$ cat src/rtl/decode_stage_pkg.sv
// Shared opcode/ALUop constants, decoded-field struct and output-register
// state type for the Kaiserlake decode stage.
package kl_decode_pkg;

    localparam logic [2:0] OP_NOP = 3'b000;
    localparam logic [2:0] OP_LDR = 3'b011;
    localparam logic [2:0] OP_STR = 3'b100;
    localparam logic [2:0] OP_ALU = 3'b101;
    localparam logic [2:0] OP_MOV = 3'b110;

    localparam logic [1:0] ALU_ADD = 2'b00;
    localparam logic [1:0] ALU_CMP = 2'b01;
    localparam logic [1:0] ALU_AND = 2'b10;
    localparam logic [1:0] ALU_MVN = 2'b11;

    // IR[12:11] value that selects the immediate form of MOV
    localparam logic [1:0] MOV_IMM = 2'b10;

    typedef struct packed {
        logic [2:0] opcode;
        logic       asel;
        logic       bsel;
        logic       loads;
        logic [1:0] alu_op;
        logic [1:0] shift;
        logic       write;
        logic [2:0] writenum;
        logic [2:0] num_rm;
        logic [2:0] num_rn;
        logic [2:0] num_rram;
        logic       use_rm;
        logic       use_rn;
        logic       use_rram;
        logic [7:0] imm;       // already sign-extended to 8 bits
        logic       illegal;
    } decoded_t;

    typedef enum logic {
        ST_EMPTY = 1'b0,
        ST_FULL  = 1'b1
    } ostate_t;

endpackage

$ cat src/rtl/decode_stage_if.sv
// Fetch-side and register-read-side signals of the decode stage, with
// master (environment) and slave (decode_stage) views.
interface decode_stage_if #(
    parameter int PC_W  = 8,
    parameter int IMM_W = 16,
    parameter int CNT_W = 16
);
    logic              flush;
    logic              in_valid;
    logic              in_ready;
    logic [15:0]       IR_in;
    logic [PC_W-1:0]   PC;
    logic              out_valid;
    logic              out_ready;
    logic [PC_W+13:0]  control_out;
    logic [2:0]        num_Rm;
    logic [2:0]        num_Rn;
    logic [2:0]        num_Rram;
    logic [IMM_W-1:0]  sximm;
    logic              illegal;
    logic [CNT_W-1:0]  stall_cnt;

    modport master (
        output flush, in_valid, IR_in, PC, out_ready,
        input  in_ready, out_valid, control_out, num_Rm, num_Rn, num_Rram,
               sximm, illegal, stall_cnt
    );

    modport slave (
        input  flush, in_valid, IR_in, PC, out_ready,
        output in_ready, out_valid, control_out, num_Rm, num_Rn, num_Rram,
               sximm, illegal, stall_cnt
    );
endinterface

$ cat src/rtl/decode_stage_logic.sv
// Purely combinational 16-bit instruction decoder: IR/PC to decoded_t plus
// the PC field of the control bundle (zero for NOP and illegal opcodes).
module kl_decode_logic
    import kl_decode_pkg::*;
#(
    parameter int PC_W = 8
) (
    input  logic [15:0]     ir,
    input  logic [PC_W-1:0] pc,
    output decoded_t        dec,
    output logic [PC_W-1:0] pc_field
);

    always_comb begin
        // NOTE: every output gets a default before the case so no path can infer a latch.
        dec      = '0;
        pc_field = '0;
        case (ir[15:13])
            OP_NOP: begin
            end
            OP_MOV: begin
                dec.opcode = OP_MOV;
                dec.write  = 1'b1;
                pc_field   = pc;
                if (ir[12:11] == MOV_IMM) begin
                    dec.asel     = 1'b1;
                    dec.bsel     = 1'b1;
                    dec.imm      = ir[7:0];
                    dec.writenum = ir[10:8];
                end else begin
                    dec.bsel     = 1'b1;
                    dec.writenum = ir[7:5];
                    dec.shift    = ir[4:3];
                    dec.num_rm   = ir[2:0];
                    dec.use_rm   = 1'b1;
                end
            end
            OP_ALU: begin
                dec.opcode = OP_ALU;
                pc_field   = pc;
                dec.alu_op = ir[12:11];
                dec.shift  = ir[4:3];
                dec.num_rm = ir[2:0];
                dec.use_rm = 1'b1;
                case (ir[12:11])
                    ALU_ADD, ALU_AND: begin
                        dec.num_rn   = ir[10:8];
                        dec.use_rn   = 1'b1;
                        dec.writenum = ir[7:5];
                        dec.write    = 1'b1;
                    end
                    ALU_CMP: begin
                        dec.num_rn = ir[10:8];
                        dec.use_rn = 1'b1;
                        dec.loads  = 1'b1;
                    end
                    ALU_MVN: begin
                        dec.writenum = ir[7:5];
                        dec.write    = 1'b1;
                    end
                endcase
            end
            OP_STR: begin
                dec.opcode   = OP_STR;
                pc_field     = pc;
                dec.bsel     = 1'b1;
                dec.num_rm   = ir[10:8];
                dec.use_rm   = 1'b1;
                dec.num_rram = ir[7:5];
                dec.use_rram = 1'b1;
                dec.imm      = {{3{ir[4]}}, ir[4:0]};
            end
            OP_LDR: begin
                dec.opcode   = OP_LDR;
                pc_field     = pc;
                dec.bsel     = 1'b1;
                dec.num_rm   = ir[10:8];
                dec.use_rm   = 1'b1;
                dec.writenum = ir[7:5];
                dec.write    = 1'b1;
                dec.imm      = {{3{ir[4]}}, ir[4:0]};
            end
            default: dec.illegal = 1'b1;
        endcase
    end

endmodule

$ cat src/rtl/decode_stage.sv
// Registered decode stage with valid/ready handshake, flush and load-use
// interlock. Define KL_DECODE_HAZARD_EN to enable the interlock and stall_cnt.
module decode_stage
    import kl_decode_pkg::*;
#(
    parameter int PC_W  = 8,
    parameter int IMM_W = 16,
    parameter int CNT_W = 16
) (
    input  logic           clk,
    input  logic           reset,
    decode_stage_if.slave  bus
);

`ifdef KL_DECODE_HAZARD_EN
    localparam bit HAZARD_EN = 1'b1;
`else
    localparam bit HAZARD_EN = 1'b0;
`endif

    localparam int CTRL_W = PC_W + 14;

    decoded_t          dec;
    logic [PC_W-1:0]   pc_field;
    logic signed [7:0] imm_s;
    logic [CTRL_W-1:0] ctrl_d;
    logic [CTRL_W-1:0] ctrl_q;
    logic [2:0]        rm_q, rn_q, rram_q;
    logic [IMM_W-1:0]  sximm_q;
    logic              illegal_q;
    ostate_t           state_q, state_d;
    logic              load;
    logic              in_ready;
    logic              src_match;
    logic              hazard;

    kl_decode_logic #(.PC_W(PC_W)) u_decode (
        .ir       (bus.IR_in),
        .pc       (bus.PC),
        .dec      (dec),
        .pc_field (pc_field)
    );

    assign imm_s  = dec.imm;
    assign ctrl_d = {dec.opcode, pc_field, dec.asel, dec.bsel, dec.loads,
                     dec.alu_op, dec.shift, dec.write, dec.writenum};

    // Use flags gate the compare: an unused source reads as register 0.
    assign src_match = (dec.use_rm   && dec.num_rm   == ctrl_q[2:0]) ||
                       (dec.use_rn   && dec.num_rn   == ctrl_q[2:0]) ||
                       (dec.use_rram && dec.num_rram == ctrl_q[2:0]);

    assign hazard = HAZARD_EN && (state_q == ST_FULL) &&
                    (ctrl_q[CTRL_W-1 -: 3] == OP_LDR) && bus.in_valid && src_match;

    always_comb begin
        state_d  = state_q;
        in_ready = 1'b0;
        load     = 1'b0;
        case (state_q)
            ST_EMPTY: begin
                in_ready = !bus.flush;
                if (bus.in_valid && in_ready) begin
                    load    = 1'b1;
                    state_d = ST_FULL;
                end
            end
            ST_FULL: begin
                in_ready = !bus.flush && !hazard && bus.out_ready;
                if (bus.flush)
                    state_d = ST_EMPTY;
                else if (bus.in_valid && in_ready)
                    load = 1'b1;
                else if (bus.out_ready)
                    state_d = ST_EMPTY;
            end
        endcase
    end

    always_ff @(posedge clk) begin
        // NOTE: all registered state uses non-blocking assignment.
        // NOTE: datapath registers are reset as well, because every output must read 0 after reset.
        if (reset) begin
            state_q   <= ST_EMPTY;
            ctrl_q    <= '0;
            rm_q      <= '0;
            rn_q      <= '0;
            rram_q    <= '0;
            sximm_q   <= '0;
            illegal_q <= 1'b0;
        end else begin
            state_q <= state_d;
            if (load) begin
                ctrl_q    <= ctrl_d;
                rm_q      <= dec.num_rm;
                rn_q      <= dec.num_rn;
                rram_q    <= dec.num_rram;
                sximm_q   <= IMM_W'(imm_s);
                illegal_q <= dec.illegal;
            end
        end
    end

`ifdef KL_DECODE_HAZARD_EN
    logic [CNT_W-1:0] stall_q;

    // A bubble is counted only when the held LDR actually leaves.
    always_ff @(posedge clk) begin
        if (reset)
            stall_q <= '0;
        else if (hazard && bus.out_ready && !bus.flush && stall_q != '1)
            stall_q <= stall_q + CNT_W'(1);
    end

    assign bus.stall_cnt = stall_q;
`else
    assign bus.stall_cnt = '0;
`endif

    assign bus.in_ready    = in_ready;
    assign bus.out_valid   = (state_q == ST_FULL);
    assign bus.control_out = ctrl_q;
    assign bus.num_Rm      = rm_q;
    assign bus.num_Rn      = rn_q;
    assign bus.num_Rram    = rram_q;
    assign bus.sximm       = sximm_q;
    assign bus.illegal     = illegal_q;

endmodule

$ cat src/flat_wrapper.sv
// flat-port wrapper written by rule: the top's interface ports become plain ports
module decode_stage_flat import kl_decode_pkg::*;
#(
    parameter int PC_W  = 8,
    parameter int IMM_W = 16,
    parameter int CNT_W = 16
)
  (clk, reset, bus_flush, bus_in_valid, bus_IR_in, bus_PC, bus_out_ready, bus_in_ready, bus_out_valid, bus_control_out, bus_num_Rm, bus_num_Rn, bus_num_Rram, bus_sximm, bus_illegal, bus_stall_cnt);
  decode_stage_if #(.PC_W(PC_W), .IMM_W(IMM_W), .CNT_W(CNT_W)) bus_i ();
  input  logic clk;
  input  logic reset;
  input wire logic [$bits(bus_i.flush)-1:0] bus_flush;
  input wire logic [$bits(bus_i.in_valid)-1:0] bus_in_valid;
  input wire logic [$bits(bus_i.IR_in)-1:0] bus_IR_in;
  input wire logic [$bits(bus_i.PC)-1:0] bus_PC;
  input wire logic [$bits(bus_i.out_ready)-1:0] bus_out_ready;
  output wire logic [$bits(bus_i.in_ready)-1:0] bus_in_ready;
  output wire logic [$bits(bus_i.out_valid)-1:0] bus_out_valid;
  output wire logic [$bits(bus_i.control_out)-1:0] bus_control_out;
  output wire logic [$bits(bus_i.num_Rm)-1:0] bus_num_Rm;
  output wire logic [$bits(bus_i.num_Rn)-1:0] bus_num_Rn;
  output wire logic [$bits(bus_i.num_Rram)-1:0] bus_num_Rram;
  output wire logic [$bits(bus_i.sximm)-1:0] bus_sximm;
  output wire logic [$bits(bus_i.illegal)-1:0] bus_illegal;
  output wire logic [$bits(bus_i.stall_cnt)-1:0] bus_stall_cnt;
  assign bus_i.flush = bus_flush;
  assign bus_i.in_valid = bus_in_valid;
  assign bus_i.IR_in = bus_IR_in;
  assign bus_i.PC = bus_PC;
  assign bus_i.out_ready = bus_out_ready;
  assign bus_in_ready = bus_i.in_ready;
  assign bus_out_valid = bus_i.out_valid;
  assign bus_control_out = bus_i.control_out;
  assign bus_num_Rm = bus_i.num_Rm;
  assign bus_num_Rn = bus_i.num_Rn;
  assign bus_num_Rram = bus_i.num_Rram;
  assign bus_sximm = bus_i.sximm;
  assign bus_illegal = bus_i.illegal;
  assign bus_stall_cnt = bus_i.stall_cnt;
  decode_stage #(.PC_W(PC_W), .IMM_W(IMM_W), .CNT_W(CNT_W)) u_core (.clk(clk), .reset(reset), .bus(bus_i));
endmodule
$ cat config.mk
export PLATFORM = sky130hd
export DESIGN_NAME = decode_stage_flat
export DESIGN_NICKNAME = d
export VERILOG_FILES = /design/src/rtl/decode_stage_pkg.sv /design/src/rtl/decode_stage_if.sv /design/src/rtl/decode_stage_logic.sv /design/src/rtl/decode_stage.sv /design/src/flat_wrapper.sv
export SDC_FILE = /design/constraint.sdc
export NUM_CORES = 1
export LEC_CHECK = 0
export ABC_CLOCK_PERIOD_IN_PS = 2850
export CAP_MARGIN = 20
export CELL_PAD_IN_SITES_DETAIL_PLACEMENT = 1
export CELL_PAD_IN_SITES_GLOBAL_PLACEMENT = 2
export CORE_ASPECT_RATIO = 0.8
export CORE_MARGIN = 2
export CORE_UTILIZATION = 24
export CTS_BUF_LIST = sky130_fd_sc_hd__clkbuf_2
export CTS_CLUSTER_DIAMETER = 150
export DETAILED_ROUTE_END_ITERATION = 6
export PLACE_DENSITY_LB_ADDON = 0.08
export SYNTH_ARGS = -nofsm -noshare
export SYNTH_HDL_FRONTEND = slang
export SYNTH_SLANG_ARGS = --single-unit
$ cat constraint.sdc
create_clock -name clk -period 2.85 [get_ports clk]
set_input_delay 0.855 -clock clk [delete_from_list [all_inputs] [get_ports clk]]
set_output_delay 0.855 -clock clk [all_outputs]
set_load 0.02 [all_outputs]
* After elaboration in Yosys (flattened, before gate mapping)
Index checks and enable logic that the tools add are counted.
** Cells by class
- Equal/unequal tests :: 7
- Mux-type cells :: 29
- Bitwise gates (word level) :: 1
- Reduce and logical (&&, ||, !) cells :: 12
** Operators with widths (number)
- $mux W3 :: 6
- $mux W8 :: 2
- $pmux W8 S2 :: 1
- $pmux W3 S4 :: 1
- $pmux W4 S3 :: 1
- $mux W1 :: 11
- $eq A3 B3 Y1 const B :: 3
- $pmux W3 S3 :: 1
- $reduce_or A3 Y1 :: 3
- $pmux W1 S2 :: 3
- $reduce_or A5 Y1 :: 1
- $eq A2 B2 Y1 const B :: 2
- $mux W4 :: 1
- $pmux W2 S2 :: 1
- $reduce_or A4 Y1 :: 1
- $eq A3 B2 Y1 const B :: 1
- $logic_and A1 B1 Y1 :: 3
- $logic_not A3 Y1 :: 1
- $eq A2 B1 Y1 const B :: 1
- $logic_not A2 Y1 :: 1
- $mux W2 :: 1
- $reduce_or A2 Y1 :: 1
- $logic_not A1 Y1 :: 1
- $not A1 Y1 :: 1
** Word-level totals
- Register bits after elaboration :: 41
- Input bits :: 29
- Output and inout port bits :: 66

* Logic depth before layout (Yosys ltp)
Gate-level depths: netlist of run 1.
- Word-level depth :: 6
- Mapped depth :: 6
- Gate-level depth less buffers :: 4

* Hierarchy
From an unflattened synthesis of run 1, not the netlist that was laid out.
** Second synthesis, totals
- Cell total of the unflattened synthesis :: 271
- Area total of the unflattened synthesis :: 2467.4 um2
** Modules (own cells, without submodules)
- decode_stage :: times used 1, cells each 204, area an instance 2029.4 um2, seq. area each 820.8 um2
- kl_decode_logic :: times used 1, cells each 67, area an instance 437.9 um2, seq. area each 0.0 um2

* Worst setup path before layout of run 1
No wires, ideal clock.
- Path kind :: input -> output
- Start point :: input port bus_out_ready
- End point :: output port bus_in_ready
- Data arrival time :: 1.358 ns
- Path slack :: 0.637 ns
- Stages :: 2
- Buffers on the path :: 0
- Cell sequence :: nor2b_1 > nor2_1
** On the way
- Cells in the longest elaborated chain, start to end :: 2
** Ends and longest elaborated chain
- from (decl) :: RTL line flat_wrapper.sv:16 : input wire logic [$bits(bus_i.out_ready)-1:0] bus_out_ready;
- $logic_and A1 B1 Y1 :: RTL line decode_stage.sv:69 : in_ready = !bus.flush && !hazard && bus.out_ready;
- $pmux W1 S2 :: RTL line decode_stage.sv:60 : case (state_q)
- to (decl) :: RTL line flat_wrapper.sv:17 : output wire logic [$bits(bus_i.in_ready)-1:0] bus_in_ready;
Every way passes these cells.

* Final worst setup path of run 1
Same ends and word-level chain as after synthesis.

==> results.yml, run 1 <==
run_status:
  outcome: "finished clean"
floorplan:
  row_count: 29
  die_x_um: 105
  core_area_um2: 7950
  ios: 95
  die_height_um: 85.0
  die_area_um2: 8950
  start_util: 0.248
critical_path:
  critical_path_class: "in2out"
  worstPathRequired_ns: 2.00
  r2r.worst_path.cells: 6
  worst-path-max-fanout: 2
  worst_r2r_dst: "u_core.bus.control_out[21]"
  category_of_the_worst_setup_path_capture_point: "output port"
  critical_path.cell_chain: "clkdlybuf4s50_1 -> nor2b_1 -> nor2_1 -> dlygate4sd2_1"
  timing.reg2reg.setup_slack_ns: 1.25
  setup.worst_path.start_class: "primary input"
  crit_path_max_incr_delay_ns: 0.40
  timing.critical_path.slowest_stage_cell: "clkdlybuf4s50_1"
  worst_setup_path_startpoint: "bus_out_ready"
  critical_path_arrival_ns: 1.76
  rr_startpoint: "u_core.bus.out_valid"
  worstSetupEndpoint: "bus_in_ready"
global_routing:
  number_of_antenna_violations_at_the_first_check_in_global_routing: 0
  grt_util_all_layers: 0.144
  grt_start_max_net_pins: 42
  globalRoute.totalOverflow: 0
  first_global_vias: 1938
  first_pass_grt_wire_length_mm: 10.2
sta:
  hold_viol_final: 0
  setup_violations: 0
  rsz0062_at_grt: "false"
  fin_crit_ns: 2.62
  post_route_fraction_of_the_period_consumed_by_the_critical_path: 0.918
  finClkSkew_ns: 0.0152
  totalNegativeSetupSlack_ns: 0
  holdWs_ns: 0.464
  layout_setup_ws_ns: 0.233
  max_freq_ghz: 0.382
  finalMaxSlewViolations: 0
yosys:
  post_synth_inst_count: 232
  post_synth_num_cell_types: 41
  synth_enable_flop_cells: 0
  syn_area_um2: 1970
  yosys.area.top_type_share: 0.417
  async_flop_share: 0
  yosys.area.top_type: "dfxtp_1"
  synth_top_cells_by_area: "dfxtp_1, buf_4, a21oi_1"
  most_used_dff_post_synth: "dfxtp_1"
  ys.warnings.count: 0
  syn_area_per_cell_um2: 8.48
  post_synthesis_sequential_area_ratio: 0.417
  synth-seq-cells: 41
clocking:
  tritoncts: "built"
  cts_inserted_buffers: 5
  clock-root-buffer: "clkbuf_2"
  cts.reportedPaths.clkPinSlew_ns: 0.21
  clk_latency_ns: 0.40
  tritoncts_num_sinks: 41
  htreeDepth: 2
  ctsLongestPathBuffers: 2
layout:
  flow.area_growth_from_synthesis_pct: 45.8
  nets: 335
  finalCoreUtilization: 0.361
  most_frequent_standard_cell_in_the_layout_excluding_fill_and_tap_cells: "clkdlybuf4s50_1"
  final_cell_count_no_fill: 415
  diodes: 0
  layout.cells.most_common_list: "clkdlybuf4s50_1, dfxtp_1, nand2_1, a21oi_1, conb_1"
  layout-drive-gt1-share: 0.0814
  final_area_um2: 2870
placement:
  port_bufs: 78
  postPlaceCellArea_um2: 2810
  place_ws_ns: -0.0559
  dp.cells: 407
  dp_hpwl_mm: 4.56
  finalWeightedCongestion: 0.716
route:
  wirelength_mm: 6.26
  drt_iter0_drc: 64
  route.met3.wl_um: 295
  drt-met1-wl_mm: 3.05
  drt-vias-per-instance: 4.53
  drc: 0
  num_vias: 1880
  drt-pass1-iter-count: 4
  topRoutingLayerUsed: "met4"
  drt.antenna.violating_nets: 0
  routed_length_per_placed_instance_um: 15.1
  dr_wl_met2_mm: 2.87
power_and_ir_drop:
  power_mw: 1.18
  powerDensity_nw_per_um2: 412
  leakage_nw: 1.00
  irDropWorstVdd_mv: 0.184
flow_run:
  timing.max_cap.violations: 0
hold_path:
  holdCritPathClass: "reg2reg"
[cells by family (layout without fill, tap and decap cells)]
family                 Yosys count  in the layout  synth area share
flip-flops                      41             41             0.417
AND/OR/NAND/NOR                 79             79             0.207
other                            1             16           0.00191
AO/OA/AOI/OAI                   66             66             0.228
XOR/XNOR                         2              2           0.00890
buffers and inverters           42            102             0.132
multiplexers                     1              1           0.00509
[sequential cells by signal, indices dropped and copies added, names as in the netlist]
name / cells
u_core.bus.num_Rram: 3
u_core.bus.num_Rm: 3
u_core.bus.control_out: 22
u_core.bus.sximm: 8
u_core.bus.out_valid: 1
u_core.bus.num_Rn: 3
u_core.bus.illegal: 1
[layer usage]
layer  up-vias  GRT usage
met3         4     0.0353
met1       890      0.193
met5         -          0
met4         0     0.0327
met2        54      0.236
li1        932          -
[power breakdown]
group,switching (mW),internal [mW],leakage [nW]
Sequential,0.00746,0.588,0.332
Combinational,0.134,0.104,0.628
Clock,0.197,0.150,0.0406
[repair_timing]
action | in CTS | in global routing
setup buffers | 0 | 0
hold endpoints to repair | 0 | 0
setup endpoints to repair | 1 | 0
hold buffers | 0 | 0
resized for setup | 1 | 0
[critical path: cells and delay by family]
kind / cells / cell delay (ns)
buffers and inverters: 2 / 0.71
AND/OR/NAND/NOR: 2 / 0.20
[worst min-delay path by stage]
stage                                     end                      start  cells after the start
floorplan                u_core.bus.num_Rn[0]       u_core.bus.num_Rn[0]                      2
global placement       u_core.bus.num_Rram[0]     u_core.bus.num_Rram[0]                      2
detailed placement        u_core.bus.sximm[0]        u_core.bus.sximm[0]                      2
CTS                       u_core.bus.sximm[0]        u_core.bus.sximm[0]                      2
global route        u_core.bus.control_out[8]  u_core.bus.control_out[8]                      2
finish                    u_core.bus.sximm[0]        u_core.bus.sximm[0]                      2
[Yosys cell counts, types with 5 or more instances]
master / instances
dfxtp_1: 41
nor2_1: 15
a22oi_1: 8
nor2b_1: 5
o211ai_1: 6
nand3_1: 8
buf_4: 24
nand2_1: 23
clkbuf_1: 7
o21ai_0: 6
nand4_1: 5
buf_2: 9
a21oi_1: 23
[final cells by class]
type                       count  area [µm²]
inverter                       2        7.51
timing repair buffer          92         897
sequential                    41         821
fill                         944        5080
tap                          108         135
clock buffer                   6        30.0
clock inverter                 2        33.8
multi-input combinational    164         945
Power figures use the tool's default switching activity.
==> run 2, diff against run 1 <==
CORE_MARGIN = 4   (was 2)
CTS_CLUSTER_DIAMETER = default   (was 150)
PLACE_DENSITY_LB_ADDON = 0.1   (was 0.08)
==> results.yml, run 2 (synthesis gave the netlist of run 1 again) <==
floorplan:
  die_x_um: 109
  ios: 95
  start_util: 0.248
  die_height_um: 89.0
  row_count: 29
  die_area_um2: 9720
  core_area_um2: 7950
clocking:
  htreeDepth: 2
  tritoncts_num_sinks: 41
  cts_inserted_buffers: 5
  clock-root-buffer: "clkbuf_2"
  tritoncts: "built"
  cts.reportedPaths.clkPinSlew_ns: 0.20
  clk_latency_ns: 0.40
  ctsLongestPathBuffers: 2
critical_path:
  category_of_the_worst_setup_path_capture_point: "output port"
  crit_path_max_incr_delay_ns: 0.45
  setup.worst_path.start_class: "primary input"
  critical_path.cell_chain: "clkdlybuf4s50_1 -> nor2b_1 -> nor2_1 -> dlygate4sd2_1"
  timing.reg2reg.setup_slack_ns: 1.25
  worstPathRequired_ns: 2.00
  worst_r2r_dst: "u_core.bus.control_out[21]"
  r2r.worst_path.cells: 6
  critical_path_class: "in2out"
  worst-path-max-fanout: 2
  critical_path.n_buffers_inverters: 2
  timing.critical_path.slowest_stage_cell: "clkdlybuf4s50_1"
  cp_top_family: "buffers and inverters"
  rr_startpoint: "u_core.bus.out_valid"
  critical_path_arrival_ns: 1.77
sta:
  hold_viol_final: 0
  fin_crit_ns: 2.62
  finClkSkew_ns: 0.0163
  post_route_fraction_of_the_period_consumed_by_the_critical_path: 0.919
  finalMaxSlewViolations: 0
  rsz0062_at_grt: "false"
  setup_violations: 0
  max_freq_ghz: 0.382
power_and_ir_drop:
  powerDensity_nw_per_um2: 382
  leakage_nw: 0.992
  irDropWorstVdd_mv: 0.108
layout:
  final_cell_count_no_fill: 414
  nets: 335
  flow.area_growth_from_synthesis_pct: 44.9
  layout.cells.most_common_list: "clkdlybuf4s50_1, dfxtp_1, nand2_1, a21oi_1, conb_1"
  max_ffs_per_register: 22
  most_frequent_standard_cell_in_the_layout_excluding_fill_and_tap_cells: "clkdlybuf4s50_1"
  finalCoreUtilization: 0.359
  diodes: 0
  layout-drive-gt1-share: 0.0784
hold_path:
  min-delay-start: "u_core.bus.control_out[19]"
  holdCritPathClass: "reg2reg"
  holdPathEnd: "u_core.bus.control_out[19]"
  whs_path_depth: 2
route:
  drt.antenna.violating_nets: 0
  routed_length_per_placed_instance_um: 15.3
  wirelength_mm: 6.34
  num_vias: 1878
  drt_iter0_drc: 84
  drc: 0
  drt-pass1-iter-count: 4
  drt-vias-per-instance: 4.54
placement:
  dp.cells: 407
  finalWeightedCongestion: 0.743
  dp_hpwl_mm: 4.62
  port_bufs: 78
run_status:
  outcome: "finished clean"
global_routing:
  globalRoute.totalOverflow: 0
  grt_start_max_net_pins: 42
  number_of_antenna_violations_at_the_first_check_in_global_routing: 0
  first_pass_grt_wire_length_mm: 10.0
  grt_util_all_layers: 0.136
  first_global_vias: 1856
flow_run:
  timing.max_cap.violations: 0
==> run 2: cell count changes in the layout (fill, tap and decap cells not counted) <==
| cell | change |
|---|---|
| buf_12 | +1 |
| bufinv_16 | -1 |
| buf_4 | -1 |
==> run 2: cell type report <==
type | count | area (µm²)
Clock inverter | 1 | 3.75
Multi-Input combinational cell | 164 | 945
Timing Repair Buffer | 92 | 910
Inverter | 2 | 7.51
Fill cell | 939 | 5090
Sequential cell | 41 | 821
Clock buffer | 6 | 30.0
Tap cell | 108 | 135
==> run 2: stage by stage <==
step	area [µm²]	total power, mW	hold WS, ns	worst slack (ns)	TNS, ns
final	2850	1.09	0.467	0.230	0
after global placement	2820	0.849	0.441	-0.0583	-0.0583
after floorplan	2020	0.747	0.529	0.637	0
after global routing	2850	1.15	0.488	0.156	0
after CTS	2850	1.12	0.468	0.216	0
after detailed placement	2820	0.850	0.444	-0.0562	-0.0562
==> run 2: metal layers <==
metal	vias to the layer above	part of all wire	global-route usage	wire length [µm]
met5	-	0	0	0
met1	887	0.48	0.185	3020
met4	0	0.011	0.0408	68
met2	55	0.45	0.208	2830
li1	928	-	-	-
met3	8	0.066	0.0412	421
==> run 2: where the power goes <==
part,internal [mW],total (mW),switching [mW]
Combinational,0.106,0.240,0.134
Clock,0.0573,0.253,0.196
Sequential,0.588,0.595,0.00722
Total,0.752,1.09,0.337
==> run 2: worst max path at each step <==
stage,slack [ns],end,startpoint,depth (start not counted)
finish,0.23,bus_in_ready,bus_out_ready,4
global route,0.16,bus_in_ready,bus_out_ready,4
CTS,0.22,bus_in_ready,bus_out_ready,4
detailed placement,-0.06,bus_in_ready,bus_out_ready,4
global placement,-0.06,bus_in_ready,bus_out_ready,4
floorplan,0.64,bus_in_ready,bus_out_ready,2
==> run 2: worst register-to-register path, cell delays in order, from the launching register on <==
cell and delay (ns):
dfxtp_1 0.35, nor2b_1 0.13, buf_4 0.15, or3_1 0.37
buf_12 0.19, or2_0 0.23, a21oi_1 0.14
==> run 2: timing repair <==
action                                  4_1_cts  5_1_grt
buffers inserted                              0        0
endpoints found under the setup margin        1        0
resized for setup                             1        0
hold buffers                                  0        0
==> run 3, diff against run 2 <==
CORE_MARGIN = 2   (was 4)
==> results.yml, run 3 (synthesis gave the netlist of run 1 again) <==
run_status:
  outcome: "finished clean"
global_routing:
  grt_start_max_net_pins: 29
  first_pass_grt_wire_length_mm: 9.77
  first_global_vias: 1861
  number_of_antenna_violations_at_the_first_check_in_global_routing: 0
  grt_util_all_layers: 0.138
  globalRoute.totalOverflow: 0
critical_path:
  setup.worst_path.start_class: "primary input"
  critical_path_arrival_ns: 1.79
  worst-path-max-fanout: 2
  critical_path_class: "in2out"
  worstPathRequired_ns: 2.00
  r2r.worst_path.cells: 6
  category_of_the_worst_setup_path_capture_point: "output port"
power_and_ir_drop:
  seqPwrFrac: 0.550
  internal_power_mw: 0.749
  powerDensity_nw_per_um2: 381
  power_frac_clock: 0.231
  switching_share_of_total_power: 0.309
  irDropWorstVdd_mv: 0.132
  comb_power_share: 0.219
  leakage_nw: 0.992
  power_spent_charging_and_discharging_nets_mw: 0.334
sta:
  finalMaxSlewViolations: 0
  setup_violations: 0
  max_freq_ghz: 0.378
  post_route_fraction_of_the_period_consumed_by_the_critical_path: 0.929
  hold_viol_final: 0
  layout_setup_ws_ns: 0.201
  finClkSkew_ns: 0.00638
  rsz0062_at_grt: "false"
  fin_crit_ns: 2.65
clocking:
  cts_hold_buf: 0
  cts.reportedPaths.clkPinSlew_ns: 0.21
  tritoncts_num_sinks: 41
  clock-root-buffer: "clkbuf_2"
  clk_latency_ns: 0.40
  ctsLongestPathBuffers: 2
  cts_inserted_buffers: 5
  htreeDepth: 2
  tritoncts: "built"
  postCtsResizedCells: 1
  post-cts-setup-buffers: 0
layout:
  diodes: 0
  max_ffs_per_register: 22
  final_area_um2: 2840
  nets: 337
  final_cell_count_no_fill: 416
  most_frequent_standard_cell_in_the_layout_excluding_fill_and_tap_cells: "clkdlybuf4s50_1"
  flow.area_growth_from_synthesis_pct: 44.4
  layout-drive-gt1-share: 0.0844
  layout.cells.most_common_list: "clkdlybuf4s50_1, dfxtp_1, nand2_1, a21oi_1"
  fillerInstances: 951
floorplan:
  die_area_um2: 8950
  core_area_um2: 7950
  die_x_um: 105
  row_count: 29
  ios: 95
  die_height_um: 85.0
  start_util: 0.248
placement:
  place_ws_ns: -0.0760
  port_bufs: 78
  dp.cells: 409
  postPlaceCellArea_um2: 2810
  finalWeightedCongestion: 0.763
  dp_hpwl_mm: 4.54
route:
  wirelength_mm: 6.15
  drt-met1-wl_mm: 3.10
  drc: 0
  drt-vias-per-instance: 4.51
  drt-pass1-iter-count: 4
  route.met3.wl_um: 339
  topRoutingLayerUsed: "met4"
  routed_length_per_placed_instance_um: 14.8
  num_vias: 1875
  drt.antenna.violating_nets: 0
  drt_iter0_drc: 60
  dr_wl_met2_mm: 2.67
hold_path:
  whs_path_depth: 2
  holdCritPathClass: "reg2reg"
flow_run:
  timing.max_cap.violations: 0
[run 3: per-layer routing]
metal	vias to the layer above	global-route usage
met2	52	0.206
met5	-	0
li1	937	-
met3	4	0.0384
met4	0	0.0400
met1	882	0.195
[run 3: power by group through the flow]
stage	Combinational, mW	Clock (mW)	Sequential, mW
after global routing	0.258	0.286	0.599
after detailed placement	0.240	0	0.607
after CTS	0.240	0.267	0.597
after floorplan	0.124	0	0.623
final	0.237	0.251	0.596
after global placement	0.239	0	0.607
[run 3: through the flow]
stage	hold slack, ns	power [mW]	TNS, ns	utilization
after CTS	0.468	1.10	0	0.358
after floorplan	0.529	0.747	0	-
after global placement	0.441	0.846	-0.0651	0.353
after detailed placement	0.444	0.847	-0.0760	0.353
after global routing	0.484	1.14	0	0.358
final	0.464	1.08	0	0.358
[run 3: cell type report]
class / count / area, µm² / share of cell area
Clock buffer: 6 / 30.0 / 0.0106
Clock inverter: 1 / 3.75 / 0.00132
Inverter: 2 / 7.51 / 0.00264
Multi-Input combinational cell: 164 / 945 / 0.332
Sequential cell: 41 / 821 / 0.289
Tap cell: 108 / 135 / 0.0476
Timing Repair Buffer: 94 / 900 / 0.317
[run 3: path summary, 6_finish.rpt]
kind	start	endpoint	slack (ns)
max reg2reg	u_core.bus.out_valid	u_core.bus.control_out[21]	1.24
min reg2reg	u_core.bus.num_Rn[0]	u_core.bus.num_Rn[0]	0.46
min	u_core.bus.num_Rn[0]	u_core.bus.num_Rn[0]	0.46
max	bus_out_ready	bus_in_ready	0.20
[run 3: worst max-delay path, cell delays in order]
cell and delay (ns):
clkdlybuf4s50_1 0.40, nor2b_1 0.17, nor2_1 0.05, dlygate4sd2_1 0.32
